$ cat config.mk
export PLATFORM = sky130hd
export DESIGN_NAME = mc_sequencer
export DESIGN_NICKNAME = d
export VERILOG_FILES = /design/src/rtl/rv32_pkg.sv /design/src/rtl/seq_op_classify.sv /design/src/rtl/mc_sequencer.sv
export SDC_FILE = /design/constraint.sdc
export NUM_CORES = 1
export LEC_CHECK = 0
export BUFFER_PORTS_ARGS = -buffer_cell sky130_fd_sc_hd__buf_2
export CAP_MARGIN = 25
export CORE_ASPECT_RATIO = 1.5
export CORE_UTILIZATION = 45
export DETAILED_ROUTE_END_ITERATION = 10
export PLACE_DENSITY = 0.72
export RECOVER_POWER = 25
export SLEW_MARGIN = 20
export SYNTH_ARGS = -nofsm -noshare
export SYNTH_HDL_FRONTEND = slang
export SYNTH_SLANG_ARGS = --single-unit
export TNS_END_PERCENT = 1
$ cat constraint.sdc
create_clock -name clk -period 2.34 [get_ports clk]
set_clock_uncertainty 0.15 [all_clocks]
set_input_delay 0.117 -clock clk [delete_from_list [all_inputs] [get_ports clk]]
set_output_delay 0.117 -clock clk [all_outputs]
set_load 0.05 [all_outputs]
$ cat src/rtl/rv32_pkg.sv
// rv32_pkg: shared RV32 opcode constants, opcode-class enum and the
// multi-cycle sequencer state enum.
package rv32_pkg;

    localparam logic [6:0] OP_R      = 7'b0110011;
    localparam logic [6:0] OP_I      = 7'b0010011;
    localparam logic [6:0] OP_LOAD   = 7'b0000011;
    localparam logic [6:0] OP_STORE  = 7'b0100011;
    localparam logic [6:0] OP_BRANCH = 7'b1100011;
    localparam logic [6:0] OP_JAL    = 7'b1101111;
    localparam logic [6:0] OP_JALR   = 7'b1100111;
    localparam logic [6:0] OP_LUI    = 7'b0110111;
    localparam logic [6:0] OP_AUIPC  = 7'b0010111;

    typedef enum logic [3:0] {
        CLS_NONE,
        CLS_R,
        CLS_I,
        CLS_LOAD,
        CLS_STORE,
        CLS_BRANCH,
        CLS_JAL,
        CLS_JALR,
        CLS_LUI,
        CLS_AUIPC
    } op_class_e;

    // Encoding is visible on the state port, so keep it explicit.
    typedef enum logic [2:0] {
        S_IDLE   = 3'd0,
        S_FETCH  = 3'd1,
        S_DECODE = 3'd2,
        S_EXEC   = 3'd3,
        S_MEM    = 3'd4,
        S_WB     = 3'd5,
        S_TRAP   = 3'd6
    } seq_state_e;

    // Classes whose second ALU operand is the immediate.
    function automatic logic cls_uses_imm(input op_class_e c);
        return (c == CLS_I) || (c == CLS_LOAD) || (c == CLS_STORE) ||
               (c == CLS_JALR) || (c == CLS_LUI) || (c == CLS_AUIPC);
    endfunction

    // Classes that write a result back to the register file.
    function automatic logic cls_writes_rd(input op_class_e c);
        return (c == CLS_R) || (c == CLS_I) || (c == CLS_LOAD) ||
               (c == CLS_LUI) || (c == CLS_AUIPC) || (c == CLS_JAL) ||
               (c == CLS_JALR);
    endfunction

endpackage

$ cat src/rtl/seq_op_classify.sv
// seq_op_classify: combinational opcode -> class map.
//   opcode   in  7  instruction[6:0]
//   op_class out    decoded class (CLS_NONE when unrecognised)
//   illegal  out 1  opcode is not one of the supported classes
module seq_op_classify
    import rv32_pkg::*;
(
    input  logic [6:0] opcode,
    output op_class_e  op_class,
    output logic       illegal
);

    always_comb begin
        op_class = CLS_NONE;
        case (opcode)
            OP_R:      op_class = CLS_R;
            OP_I:      op_class = CLS_I;
            OP_LOAD:   op_class = CLS_LOAD;
            OP_STORE:  op_class = CLS_STORE;
            OP_BRANCH: op_class = CLS_BRANCH;
            OP_JAL:    op_class = CLS_JAL;
            OP_JALR:   op_class = CLS_JALR;
            OP_LUI:    op_class = CLS_LUI;
            OP_AUIPC:  op_class = CLS_AUIPC;
            default:   op_class = CLS_NONE;  // includes SYSTEM 1110011
        endcase
        illegal = (op_class == CLS_NONE);
    end

endmodule

$ cat src/rtl/mc_sequencer.sv
// mc_sequencer: multi-cycle RV32 control sequencer.
//   clk, rst            clock, synchronous active-high reset
//   en                  run enable (level); sampled in IDLE and WB only
//   opcode              instruction[6:0], valid from DECODE onward
//   br_taken            branch result, used in WB
//   mem_ack             one-cycle memory completion pulse (FETCH/MEM only)
//   fetch_req           instruction fetch request (FETCH)
//   instr_latch         strobe on the FETCH cycle that sees mem_ack
//   mem_read/mem_write  data request held through MEM
//   reg_write_en        register write enable (WB)
//   alu_src, mem_to_reg datapath mux selects
//   pc_load, pc_inc     PC update strobes in WB, mutually exclusive
//   illegal             high while trapped; only rst clears it
//   state               current state encoding
//   retired             retired instruction count, wraps at 16 bits
module mc_sequencer
    import rv32_pkg::*;
(
    input  logic        clk,
    input  logic        rst,
    input  logic        en,
    input  logic [6:0]  opcode,
    input  logic        br_taken,
    input  logic        mem_ack,
    output logic        fetch_req,
    output logic        instr_latch,
    output logic        mem_read,
    output logic        mem_write,
    output logic        reg_write_en,
    output logic        alu_src,
    output logic        mem_to_reg,
    output logic        pc_load,
    output logic        pc_inc,
    output logic        illegal,
    output logic [2:0]  state,
    output logic [15:0] retired
);

    seq_state_e  st_q, st_d;
    op_class_e   cls_q, cls_dec;
    logic        dec_illegal;
    logic [15:0] retired_q;

    seq_op_classify u_classify (
        .opcode   (opcode),
        .op_class (cls_dec),
        .illegal  (dec_illegal)
    );

    always_ff @(posedge clk) begin
        if (rst) begin
            st_q      <= S_IDLE;
            cls_q     <= CLS_NONE;
            retired_q <= '0;
        end else begin
            st_q <= st_d;
            if (st_q == S_DECODE)
                cls_q <= cls_dec;
            if (st_q == S_WB)
                retired_q <= retired_q + 16'd1;
        end
    end

    // Next state. en is only looked at in IDLE and WB, so dropping it
    // mid-instruction lets the instruction run to completion.
    always_comb begin
        st_d = st_q;
        case (st_q)
            S_IDLE:   if (en) st_d = S_FETCH;
            S_FETCH:  if (mem_ack) st_d = S_DECODE;
            S_DECODE: st_d = dec_illegal ? S_TRAP : S_EXEC;
            S_EXEC:   st_d = (cls_q == CLS_LOAD || cls_q == CLS_STORE) ? S_MEM : S_WB;
            S_MEM:    if (mem_ack) st_d = S_WB;
            S_WB:     st_d = en ? S_FETCH : S_IDLE;
            S_TRAP:   st_d = S_TRAP;
            default:  st_d = S_IDLE;
        endcase
    end

    // Outputs come from state and the latched class; instr_latch and the
    // PC strobes additionally qualify on the input they report on.
    always_comb begin
        fetch_req    = 1'b0;
        instr_latch  = 1'b0;
        mem_read     = 1'b0;
        mem_write    = 1'b0;
        reg_write_en = 1'b0;
        alu_src      = 1'b0;
        mem_to_reg   = 1'b0;
        pc_load      = 1'b0;
        pc_inc       = 1'b0;
        case (st_q)
            S_FETCH: begin
                fetch_req   = 1'b1;
                instr_latch = mem_ack;
            end
            S_EXEC: alu_src = cls_uses_imm(cls_q);
            S_MEM: begin
                mem_read  = (cls_q == CLS_LOAD);
                mem_write = (cls_q == CLS_STORE);
            end
            S_WB: begin
                reg_write_en = cls_writes_rd(cls_q);
                mem_to_reg   = (cls_q == CLS_LOAD);
                pc_load      = (cls_q == CLS_JAL) || (cls_q == CLS_JALR) ||
                               ((cls_q == CLS_BRANCH) && br_taken);
                pc_inc       = !pc_load;
            end
            default: ;
        endcase
    end

    // TRAP is left only through rst, so the state itself is the sticky flag.
    assign illegal = (st_q == S_TRAP);
    assign state   = st_q;
    assign retired = retired_q;

endmodule
## Yosys cells after proc, flatten, opt, wreduce, memory -nomap -nowiden

Cells that the tools add are included.

- Multiplexer cells: 17
- Eq/ne operators: 27
- Reduce and logical (&&, ||, !) cells: 19
- Add/subtract/negate cells: 1

Operator list:

| cell | number |
|---|---|
| 4-bit one-hot mux with 9 select lines | 1 |
| 7-bit by 6-bit equality test with 1-bit output (second input constant) | 3 |
| 7-bit equality test (second input constant) | 3 |
| 3-bit one-hot mux with 7 select lines | 1 |
| 16-bit by 1-bit adder with 16-bit output (second input constant) | 1 |
| 4-bit by 3-bit equality test with 1-bit output (second input constant) | 4 |
| 7-bit by 5-bit equality test with 1-bit output (second input constant) | 2 |
| 1-bit logical OR | 14 |
| 3-bit two-way mux | 4 |
| 1-bit two-way mux | 11 |
| 3-bit equality test (second input constant) | 3 |
| 4-bit by 2-bit equality test with 1-bit output (second input constant) | 2 |
| 4-bit equality test (second input constant) | 2 |
| 7-bit by 2-bit equality test with 1-bit output (second input constant) | 1 |
| 3-bit by 2-bit equality test with 1-bit output (second input constant) | 2 |
| 2-bit inequality test (second input constant) | 3 |
| 4-bit by 1-bit equality test with 1-bit output (second input constant) | 1 |
| 4-bit zero test | 1 |
| 3-bit by 1-bit equality test with 1-bit output (second input constant) | 1 |
| 3-bit zero test | 1 |
| 3-bit AND reduction | 1 |
| 1-bit logical AND | 1 |
| 1-bit zero test | 1 |

- Word-level logic and storage cells: 67
- Flip-flop bits (word level): 23

## Longest topological paths before layout

- Depth after elaboration: 8
- Gate-level depth with buffers: 6

## Cells and area by module

A second synthesis with hierarchy kept.

- Cell total of the unflattened synthesis: 170
- Area total of the unflattened synthesis: 1333.8 um^2

By module, submodules not included:

| module | sequential area each (um^2) | cells an instance | area an instance (um^2) | times used |
|---|---|---|---|---|
| mc_sequencer | 460.4 | 147 | 1193.6 | 1 |
| seq_op_classify | 0.0 | 23 | 140.1 | 1 |

## Worst setup path after synthesis

OpenSTA, ideal clock, no wires.

- Kind: register -> register
- Start point: register st_q[0] (netlist: state[0])
- End point: register st_q[1] (netlist: state[1])
- Data required time: 2.125 ns
- Setup slack: -0.695 ns
- Arrival: 2.820 ns
- Path buffers: 1
- Stages on the path, launching flop included: 6
- Cells stage by stage: dfxtp_1 buf_4 nor3b_1 and2_1 a21oi_1 nor2_1

- Cells in the longest elaborated chain, start to end: 3
- Elaborated cells on any way between the ends: 12
- Classes of those cells: eq/ne: 9; mux: 1; reduce/logical: 2

RTL lines:

| item | line | text |
|---|---|---|
| start, declared | mc_sequencer.sv:39 | `seq_state_e st_q, st_d;` |
| start signal, assigned | mc_sequencer.sv:56 | `st_q <= st_d;` |
| 3-bit by 1-bit equality test with 1-bit output (tied with other cells) | mc_sequencer.sv:68 | `case (st_q)` |
| 2-bit inequality test (no line) | n/a |  |
| 3-bit AND reduction (no line) | n/a |  |

Several ways; a longest one is shown, not always the timed one.
A chain may end at the register's enable or synchronous reset.

## Final worst setup path

- Start point: register st_q[2] (netlist: state[2])
- End point: register retired_q[14] (netlist: retired[14])

- Cells in the longest elaborated chain, start to end: 1

RTL lines:

| item | line | text |
|---|---|---|
| 3-bit equality test | mc_sequencer.sv:59 | `if (st_q == S_WB)` |
| end signal, assigned | mc_sequencer.sv:60 | `retired_q <= retired_q + 16'd1;` |
| end, declared | mc_sequencer.sv:42 | `logic [15:0] retired_q;` |

No other way between the ends.

==> results.sh <==
export IMPL_clkSlewWorstSetupHoldPaths_ps=80
export IMPL_n_fill_cell=278
export IMPL_root_buffer="clkbuf_8"
export IMPL_wl_per_cell_um=12.22
export IMPL_path_cells="nand3b_4 -> or4_4 -> or4_1 -> o21ai_0"
export IMPL_diodes=0
export IMPL_rsz0062_at_grt="no"
export IMPL_start_kind="flop"
export IMPL_p_leak_nw=0.6332
export IMPL_grt_max_degree=26
export IMPL_post_cts_buffers=0
export IMPL_cts_resized_gates=0
export IMPL_core_um2=2734
export IMPL_ir_worst_vdd_mv=0.2787
export IMPL_stdcell_count=242
export IMPL_grt_ovfl_total=0
export IMPL_synthArstFlopShare=0
export IMPL_rows=23
export IMPL_syn_cell_area_um2=1313
export IMPL_htreeDepth=1
export IMPL_dieArea_um2=3141
export IMPL_grt_first_pass_wirelength_um=4574
export IMPL_syn_inst=166
export IMPL_hpwlAfterDp_um=2257
export IMPL_grt_usage=0.1955
export IMPL_grt_pass1_vias=1116
export IMPL_synth_fp_nets=179
export IMPL_period_needed_ps=2120
export IMPL_yosysSeqAreaShare=0.3508
export IMPL_yosysWarnings=0
export IMPL_slew_violations=0
export IMPL_dr_pass1_iters=4
export IMPL_min_path_type="input pin to flop"
export IMPL_via_per_inst=5.409
export IMPL_area_delta_synth_final_pct=21.16
export IMPL_place_inst=238
export IMPL_finalHoldViolations=0
export IMPL_syn_area_per_cell_um2=7.907
export IMPL_critPathCaptureType="flop"
export IMPL_setup_viol=0
export IMPL_grt_antenna_before_repair=0
export IMPL_clk_latency_ps=260
export IMPL_crit_arrival_ps=2160
export IMPL_num_io_pins=41
export IMPL_synth_most_common_cell="nor2_1"
export IMPL_slowest_stage="or4_4"
export IMPL_cp_data_required_time_ps=2380
export IMPL_numPortBuffers=40
export IMPL_wl_um=2957
export IMPL_gp_congestion=0.7898
export IMPL_die_w_um=46.10
export IMPL_clkSinkCount=23
export IMPL_layout_drive_gt1_share=0.1951
export IMPL_netlist_top_cells_count="nor2_1 (27), dfxtp_1 (23), a21oi_1 (13), nand2_1 (9)"
export IMPL_synth_edf_count=0
export IMPL_drc_errors=0
export IMPL_ys_ff_latch=23
export IMPL_finalCritPeriodShare=0.9058
export IMPL_dr_total_vias=1309
export IMPL_synth_top_area_frac=0.3508
export IMPL_postRouteAntennaNets=0
export IMPL_max_slew_margin=0.5941
export IMPL_drt_initial_drc_count=22
export IMPL_crit_fanout=15
export IMPL_layout_nets=219
export IMPL_power_density_nw_per_um2=503.1
export IMPL_slowest_delay_ps=600
export IMPL_numCtsBuffers=3
export IMPL_utilization=0.5817
export IMPL_worst_pin_slew_ps=611.5
export IMPL_outcome="finished, final reports clean"
export IMPL_die_h_um=68.15
export IMPL_synth_cell_types=44
export IMPL_ctsHoldBuffers=0
export IMPL_ys_flop_type="dfxtp_1"
export IMPL_critical_path_class="flop to flop"
export IMPL_netlist_top_cells_area="dfxtp_1 (35%), nor2_1 (7.7%), a21oi_1 (5.0%), xnor2_1 (4.0%), xor2_1 (4.0%)"
export IMPL_initial_core_util=0.4801
export IMPL_cts_tree="built"
export IMPL_cts_path_max_buffers=2
export IMPL_max_cap_viol_count=0
export IMPL_synth_top_area_cell="dfxtp_1"
export IMPL_fmax_mhz=471.8
[stage by stage]
stage          cell area, um2  setup WS (ps)  total power [mW]  hold WS (ps)  TNS, ps
2_1_floorplan            1330         -75.24            0.5257         116.9   -75.24
5_1_grt                  1590          137.4            0.8338         101.9        0
6_report                 1590          220.4            0.8000         64.72        0
3_5_place_dp             1564          233.2            0.5666         343.6        0
4_1_cts                  1609          208.4            0.8069         68.77        0
3_3_place_gp             1564          284.4            0.5619         338.8        0
[logic make-up after synthesis]
| logic type | Yosys count | synth area share |
|---|---|---|
| AND/OR/NAND/NOR | 84 | 0.3527 |
| AO/OA/AOI/OAI | 30 | 0.1392 |
| flip-flops | 23 | 0.3508 |
| buffers and inverters | 13 | 0.04384 |
| XOR/XNOR | 12 | 0.08008 |
| multiplexers | 3 | 0.02383 |
| adder cells (fa/ha/maj) | 1 | 0.009531 |
[layout by cell type (no fill, tap or decap), types with 2 or more instances in the layout]
cell       n
nor3_1     5
xor2_1     6
and3_1     4
o21ai_0    6
clkbuf_8   3
nor4_1     3
nand2_1    9
dfxtp_1   23
xnor2_1    6
nand3b_1   3
nand4_1    6
inv_1      4
clkbuf_1  14
mux2i_1    2
nand3_1    6
or4_1      3
buf_2     28
nand2b_1   6
buf_4      3
a21oi_1   13
nor2_1    27
[final cells by class]
class	instances	area [um2]	share of cell area
sequential	23	460.4	0.2895
multi-input combinational	130	812.0	0.5106
timing repair buffer	44	211.5	0.1330
clock buffer	4	45.04	0.02832
tap	37	46.29	0.02911
inverter	4	15.01	0.009441
[per-layer routing]
metal	GRT usage	up-vias	wire length, um
met1	0.2003	602	1220
met4	0.07353	0	23
met5	0	-	0
met3	0.03166	2	99
met2	0.3750	29	1615
li1	-	676	-
[critical path, delay by kind of cell, from the launching register on]
kind / cells / cell delay (ps)
AO/OA/AOI/OAI: 1 / 80
AND/OR/NAND/NOR: 3 / 1290
flip-flops: 1 / 530
[worst paths after layout]
| check | slack (ps) | cells after the start | end | start |
|---|---|---|---|---|
| worst min register to register | 370 | 2 | retired[9] | retired[9] |
| worst max register to register | 220 | 4 | retired[14] | state[2] |
| worst min-delay path | 60 | 4 | cls_q[0] | opcode[3] |
| worst max-delay path | 220 | 4 | retired[14] | state[2] |
[registers in the layout, summed over array words and instances, names as in the netlist]
signal and cells:
retired 16, cls_q 4, state 3
[report_power, final]
part           leakage, nW  switching (mW)  internal (mW)  total, mW
logic                0.425          0.0995         0.0482      0.148
registers            0.186          0.0102          0.398      0.408
clock network       0.0228           0.123          0.121      0.245
total                0.633           0.233          0.567      0.800
Note: power is estimated with default switching activity, not from simulation.
